--- src/rtl/data_memory_pkg.sv ---
// Shared access-width encodings for the load/store path.
// Also used by the decode stage and the load-extension logic.
package data_memory_pkg;

  typedef enum logic [1:0] {
    WIDTH_WORD = 2'b00,
    WIDTH_BYTE = 2'b01,
    WIDTH_HALF = 2'b10,
    WIDTH_RSVD = 2'b11
  } width_e;

  localparam int BYTES_PER_WORD = 4;

endpackage

--- src/rtl/data_mem_lane_ctrl.sv ---
// Byte-lane write control for the data memory.
// Turns an access width and byte offset into a 4-bit lane enable mask.
// Replicates the store element across lanes so every enabled lane sees its own bits.
module data_mem_lane_ctrl
  import data_memory_pkg::*;
(
  input  logic [1:0]  width_src,
  input  logic [1:0]  byte_sel,
  input  logic [31:0] wd,
  output logic [3:0]  byte_en,
  output logic [31:0] wr_data
);

  // Decode width and offset into lane enables and replicated write data
  always_comb begin
    byte_en = 4'b0000;
    wr_data = wd;
    case (width_src)
      WIDTH_WORD: begin
        byte_en = 4'b1111;
        wr_data = wd;
      end
      WIDTH_HALF: begin
        byte_en = byte_sel[1] ? 4'b1100 : 4'b0011;
        wr_data = {2{wd[15:0]}};
      end
      WIDTH_BYTE: begin
        byte_en = 4'b0001 << byte_sel;
        wr_data = {4{wd[7:0]}};
      end
      default: begin
        byte_en = 4'b0000;
        wr_data = wd;
      end
    endcase
  end

endmodule

--- src/rtl/data_memory.sv ---
// Byte-addressable little-endian data memory for the load/store stage.
// Stores word/half/byte elements through per-lane enables; reads are combinational,
// right-aligned and zero-extended (sign extension happens downstream).
// Out-of-range addresses wrap because upper address bits are ignored.
module data_memory
  import data_memory_pkg::*;
#(
  parameter int DEPTH_WORDS = 64
) (
  input  logic        clk_i,
  input  logic        reset_i,
  input  logic        WE,
  input  logic [1:0]  width_src,
  input  logic [31:0] A,
  input  logic [31:0] WD,
  output logic [31:0] RD
);

  localparam int AW = $clog2(DEPTH_WORDS);

  logic [7:0]    mem [DEPTH_WORDS][BYTES_PER_WORD];
  logic [AW-1:0] word_idx;
  logic [3:0]    byte_en;
  logic [31:0]   wr_data;
  logic [31:0]   rd_word;
  logic          unused_addr_bits;

  assign word_idx         = A[AW+1:2];
  assign unused_addr_bits = ^A[31:AW+2];

  data_mem_lane_ctrl u_lane_ctrl (
    .width_src (width_src),
    .byte_sel  (A[1:0]),
    .wd        (WD),
    .byte_en   (byte_en),
    .wr_data   (wr_data)
  );

  // Storage: asynchronous clear of every byte, otherwise per-lane writes on the clock edge
  always_ff @(posedge clk_i or posedge reset_i) begin
    if (reset_i) begin
      for (int w = 0; w < DEPTH_WORDS; w++) begin
        for (int l = 0; l < BYTES_PER_WORD; l++) begin
          mem[w][l] <= 8'h00;
        end
      end
    end else if (WE) begin
      for (int l = 0; l < BYTES_PER_WORD; l++) begin
        if (byte_en[l]) begin
          mem[word_idx][l] <= wr_data[8*l +: 8];
        end
      end
    end
  end

  assign rd_word = {mem[word_idx][3], mem[word_idx][2], mem[word_idx][1], mem[word_idx][0]};

  // Read mux: select the addressed element and zero-extend it; reserved width reads the full word
  always_comb begin
    RD = rd_word;
    case (width_src)
      WIDTH_HALF: RD = A[1] ? {16'h0000, rd_word[31:16]} : {16'h0000, rd_word[15:0]};
      WIDTH_BYTE: RD = {24'h000000, mem[word_idx][A[1:0]]};
      default:    RD = rd_word;
    endcase
  end

endmodule

--- config.mk ---
export PLATFORM = sky130hd
export DESIGN_NAME = data_memory
export DESIGN_NICKNAME = d
export VERILOG_FILES = /design/src/rtl/data_memory_pkg.sv /design/src/rtl/data_mem_lane_ctrl.sv /design/src/rtl/data_memory.sv
export SDC_FILE = /design/constraint.sdc
export NUM_CORES = 2
export LEC_CHECK = 0
export BUFFER_PORTS_ARGS = -buffer_cell sky130_fd_sc_hd__buf_2
export CAP_MARGIN = 0
export CORE_ASPECT_RATIO = 1.2
export CORE_MARGIN = 2
export CORE_UTILIZATION = 42
export DETAILED_ROUTE_END_ITERATION = 8
export PLACE_DENSITY_LB_ADDON = 0.05
export SETUP_SLACK_MARGIN = 0.02
export SLEW_MARGIN = 0
export SYNTH_ARGS = -nofsm -noshare
export SYNTH_HDL_FRONTEND = slang
export SYNTH_SLANG_ARGS = --single-unit
export TNS_END_PERCENT = 5
--- constraint.sdc ---
create_clock -name clk_i -period 63.6 [get_ports clk_i]
set_input_delay 9.54 -clock clk_i [delete_from_list [all_inputs] [get_ports clk_i]]
set_output_delay 9.54 -clock clk_i [all_outputs]
set_load 0.03 [all_outputs]
Word-level counts from Yosys, hierarchy flattened
Cells that the tools add are included.
{"block": "totals", "memories": 0, "reg_bits": 2048, "rom_bits": 0, "out_inout_bits": 32, "ramBits": 0, "latch_bits": 0, "elab_cells": 296, "in_bits": 69}
{"block": "op_classes", "n_lt_le_gt_ge": 3, "mul": 0, "n_reduce_logical": 2, "shifts": 1, "n_eq_ne": 2, "n_div": 0, "n_addsub": 0, "mux": 30, "n_bitwise": 2}
{"operator": "$mux 2048", "count": 7}
{"operator": "$bwmux 2048", "count": 4}
{"operator": "$demux 32 s6", "count": 4}
{"operator": "$bmux 32 s6", "count": 1}
{"operator": "$pmux 32 s2", "count": 2}
{"operator": "$mux 32", "count": 3}
{"operator": "$mux 16", "count": 2}
{"operator": "$mux 24", "count": 1}
{"operator": "$mux 8", "count": 3}
{"operator": "$bmux 8 s2", "count": 1}
{"operator": "$pmux 4 s3", "count": 1}
{"operator": "$ge 7x7->1 const B", "count": 1}
{"operator": "$lt 7x1->1 const B", "count": 1}
{"operator": "$not 6->7", "count": 1}
{"operator": "$mux 4", "count": 1}
{"operator": "$shl 1x2->4 const A", "count": 1}
{"operator": "$ge 3x3->1 const B", "count": 1}
{"operator": "$not 2->3", "count": 1}
{"operator": "$eq 2x1->1 const B", "count": 1}
{"operator": "$eq 2x2->1 const B", "count": 1}
{"operator": "$logic_not 2->1", "count": 1}
{"operator": "$logic_and 1x1->1", "count": 1}

Longest topological paths before layout
{"block": "logic_depth", "depth_word": 16, "mapped_depth": 13, "mapped_depth_nobuf": 8}

Cells and area by module
From an unflattened synthesis, not the netlist that was laid out.
{"block": "unflattened", "hier_cells": 6816, "hier_area_um2": 93843.8}
{"module": "data_memory", "seq_area_each_um2": 51249.2, "area_each_um2": 93270.7, "cells_per_inst": 6725, "n_inst": 1}
{"module": "data_mem_lane_ctrl", "seq_area_each_um2": 0.0, "area_each_um2": 573.0, "cells_per_inst": 91, "n_inst": 1}

Worst setup path after synthesis
No wires, ideal clock.
{"block": "synth_path", "kind": "input to output", "startpoint": "input A[2]", "endpoint": "output RD[13]", "path_stages": 10, "n_path_buf": 5, "slack_ns": 42.055, "required_time_ns": 54.060, "arrival_time_ns": 12.005, "cell_sequence": "buf_6 > buf_12 > nor3b_2 > buf_2 > buf_2 > buf_1 > a221oi_1 > o22ai_1 > nor4_1 > o31ai_1"}
{"block": "synth_via", "elab_chain_cells": 6}
{"item": "from (decl)", "line": "data_memory.sv:14", "rtl": "input logic [31:0] A,"}
{"item": "$not 6->7 (implied by the code) (*)", "line": "data_memory.sv:56", "rtl": "assign rd_word = {mem[word_idx][3], mem[word_idx][2], mem[word_idx][1], mem[word_idx][0]};"}
{"item": "$bmux 32 s6 (*)", "line": "data_memory.sv:56"}
{"item": "$mux 32 (*)"}
{"item": "$mux 32 (implied by the code) (*)", "line": "data_memory.sv:56"}
{"item": "$mux 16", "line": "data_memory.sv:62", "rtl": "WIDTH_HALF: RD = A[1] ? {16'h0000, rd_word[31:16]} : {16'h0000, rd_word[15:0]};"}
{"item": "$pmux 32 s2 (*)", "line": "data_memory.sv:61", "rtl": "case (width_src)"}
{"item": "to (decl)", "line": "data_memory.sv:16", "rtl": "output logic [31:0] RD"}
Mark *: on every way between the ends. The rest lies on a longest branch, timed or not. The select of a mux whose other input is x is not followed.

Final worst setup path
{"block": "layout_path", "startpoint": "input A[4]", "endpoint": "output RD[6]"}
{"block": "layout_via", "elab_chain_cells": 8, "elab_cells_between_ends": 9, "cone_classes": "mux (8); bitwise (1)"}
{"item": "$not 6->7 (implied by the code) (*)", "line": "data_memory.sv:56, data_memory.sv:63"}
{"item": "$bmux 32 s6 (*)", "line": "data_memory.sv:56, data_memory.sv:63"}
{"item": "$mux 32 (implied by the code) (*)", "line": "data_memory.sv:56, data_memory.sv:63"}
{"item": "$mux 32 (*)"}
{"item": "$bmux 8 s2", "line": "data_memory.sv:63", "rtl": "WIDTH_BYTE: RD = {24'h000000, mem[word_idx][A[1:0]]};"}
{"item": "$mux 8 (implied by the code) (2 in series)", "line": "data_memory.sv:63"}
{"item": "$pmux 32 s2 (*)", "line": "data_memory.sv:61"}
Marks and branches as above.

==> impl_metrics.env <==
export IMPL_crit_path_start_kind="primary input"
export IMPL_cts_tree="yes"
export IMPL_grt_max_degree=158
export IMPL_track_usage_pct=32.0
export IMPL_hold_path_startpoint="mem[1585]"
export IMPL_setup_violations=0
export IMPL_seq_area_frac_synth_pct=56.5
export IMPL_synth_top_area_share_pct=56.5
export IMPL_first_iter_violations=6325
export IMPL_die_x_um=428
export IMPL_fin_crit_sh_pct=39.6
export IMPL_powerDensity_nw_per_um2=30.0
export IMPL_cts_resized=0
export IMPL_initial_core_util_pct=42.4
export IMPL_grt_pass1_wl_mm=506
export IMPL_io_pins=101
export IMPL_finalCriticalPeriod_ps=25160
export IMPL_synthTopCellsByCount="dfrtp_1, nand2_1, o21ai_0"
export IMPL_yosysTopAreaCell="dfrtp_1"
export IMPL_syn2layout_area_growth_pct=11.2
export IMPL_rows=186
export IMPL_hold_class="flop to flop"
export IMPL_synth_async_reset_ratio_pct=100
export IMPL_dieHeight_um=513
export IMPL_clk_latency_ps=890
export IMPL_ff2ff_setup_slack_ps=62820
export IMPL_ys_warn_count=0
export IMPL_post_route_drc_count=0
export IMPL_p_leak_nw=45.2
export IMPL_largest_reg_flops=2048
export IMPL_viasPerCell=6.05
export IMPL_hold_buffers=0
export IMPL_endpoint_kind="output port"
export IMPL_path_common_cell="buf_4"
export IMPL_die_area_um2=220000
export IMPL_wl_per_cell_um=31.5
export IMPL_reg_top3="mem (2048)"
export IMPL_clockRootBuffer="clkbuf_16"
export IMPL_slowest_stage="nor4_2"
export IMPL_grt_use_met1_pct=42.2
export IMPL_clock_fmax_mhz=39.7
export IMPL_grt_overflow=0
export IMPL_clk_pin_slew_ps=50
export IMPL_clock_skew_ps=0
export IMPL_top_usage_layer="met2"
export IMPL_synth_edf_count=0
export IMPL_crit_fanout=39
export IMPL_rsz0062_at_grt="no"
export IMPL_cts_setup_buffers=0
export IMPL_failed_checks="max-capacitance violations, max-slew violations"
export IMPL_syn_nets=8541
export IMPL_worst_hold_slack_ps=472
export IMPL_power_frac_seq_pct=47.3
export IMPL_grt_pass1_vias=67100
export IMPL_gr_usage_met2_pct=50.1
export IMPL_cp_top_family="buffers and inverters"
export IMPL_synth_most_common_cell="dfrtp_1"
export IMPL_outcome="complete, but fails checks"
export IMPL_max_stage_delay_ps=1030
export IMPL_crit_path_cell_trace="buf_8 -> buf_4 -> buf_4 -> buf_4 -> buf_4 -> nand3b_1 -> a21oi_1 -> o41ai_1 -> nand4_1 -> nor4_2 -> o22ai_1 -> or3_1 -> buf_2"
export IMPL_finalHoldViolations=0
export IMPL_core_area_um2=214000
export IMPL_critPathBufInv=6
export IMPL_synth_area_per_cell_um2=10.7
export IMPL_ant_nets=0
export IMPL_synthTopCellsByArea="dfrtp_1, mux2_2, o21ai_0"
export IMPL_synth_seq_cells=2048
export IMPL_place_hpwl_mm=223
export IMPL_fin_tns_setup_ps=0
export IMPL_worst_pin_slew_ps=1500
export IMPL_fin_nets=8317
export IMPL_sw_frac_of_total_pct=26.7
export IMPL_arrival_ps=15620
export IMPL_use_met3_pct=5.58
export IMPL_crit_start="A[4]"
export IMPL_ys_flop_type="dfrtp_1"
export IMPL_regMostFlops="mem"
export IMPL_synth_area_um2=90800
export IMPL_maxSlewHeadroom_pct=-0.652
export IMPL_p_clk_share_pct=42.1
export IMPL_cts_buffers=216
export IMPL_gp_congestion=0.916
export IMPL_cell_internal_pwr_w=0.00222
export IMPL_antenna_found_initial=23
export IMPL_vias=68000
export IMPL_postRouteWirelength_mm=354
export IMPL_htreeDepth=4
export IMPL_synth_cell_types=91
export IMPL_syn_inst=8468
export IMPL_drive_above_1_share_pct=18.6
export IMPL_cts_sinks=2048
export IMPL_vdd_drop_max_v=0.0000226
export IMPL_slew_viol_final=4
export IMPL_clockBufferDepth=3
export IMPL_timing_rr_start="mem[735]"
export IMPL_p_comb_share_pct=10.6
export IMPL_p_switching_w=0.000808
export IMPL_port_buffers=76
export IMPL_maxCapViolCount=1
export IMPL_worstSetupPathType="primary input to output port"
export IMPL_first_pass_iters=6
export IMPL_critPathRequiredTime_ps=54060
logic make-up after synthesis:
logic type	Yosys count	synth area share [%]
flip-flops	2048	56.5
multiplexers	923	12.9
AND/OR/NAND/NOR	2244	10.3
AO/OA/AOI/OAI	2510	16.6
adder cells (fa/ha/maj)	4	0.0551
buffers and inverters	739	3.60
cells in the final DEF (no fill, tap or decap), types with 42 or more instances in the layout:
master / n
a221o_1: 44
clkbuf_8: 61
mux2i_1: 147
o21ai_0: 955
dfrtp_1: 2048
a22oi_1: 293
a221oi_1: 151
buf_2: 73
a21oi_1: 705
a22o_1: 57
mux2_2: 640
clkbuf_1: 55
nor3_2: 82
clkbuf_16: 218
nor2_1: 768
mux4_2: 124
nand2_1: 1174
buf_4: 202
o22ai_1: 64
a31oi_1: 42
power groups by stage:
| stage | Sequential [W] | Combinational (W) | Clock [W] |
|---|---|---|---|
| final | 0.00144 | 0.000321 | 0.00128 |
| after global routing | 0.00145 | 0.000344 | 0.00135 |
| after CTS | 0.00143 | 0.000320 | 0.00130 |
| after detailed placement | 0.00146 | 0.000320 | 0 |
| after global placement | 0.00145 | 0.000314 | 0 |
| after floorplan | 0.00146 | 0.000203 | 0 |
layout make-up:
class                           count  area (um^2)
Multi-Input combinational cell   5681        37000
Inverter                           12         57.6
Clock inverter                     53          556
Fill cell                       20100       113000
Antenna cell                       11         27.5
Clock buffer                      334         6500
Tap cell                         2820         3530
Timing Repair Buffer              285         2070
Sequential cell                  2048        51200
final timing paths:
kind,cells past startpoint,endpoint
setup / recovery,13,RD[6]
min in group asynchronous,2,mem[427]
hold / removal,2,mem[1585]
hold reg to reg,2,mem[1585]
setup reg to reg,1,mem[735]
max in group asynchronous,8,mem[731]
per-layer routing:
metal | up-vias | share of wire [%]
li1 | 29800 | -
met1 | 35100 | 42
met2 | 2368 | 46
met3 | 691 | 6.2
met4 | 8 | 6.2
met5 | - | 0.014
stage by stage:
step           std cells  power (W)  cell area, um^2  util [%]  setup WS [ps]
5_1_grt            11200    0.00314           101000      47.1          38560
3_5_place_dp       10800    0.00178            93900      43.8          38630
3_3_place_gp       10800    0.00177            93900      43.8          38620
4_1_cts            11200    0.00305           101000      47.1          38610
2_1_floorplan       8468    0.00166            90800         -          25620
6_report           11200    0.00303           101000      47.1          38440
(Power assumes the default switching activity.)
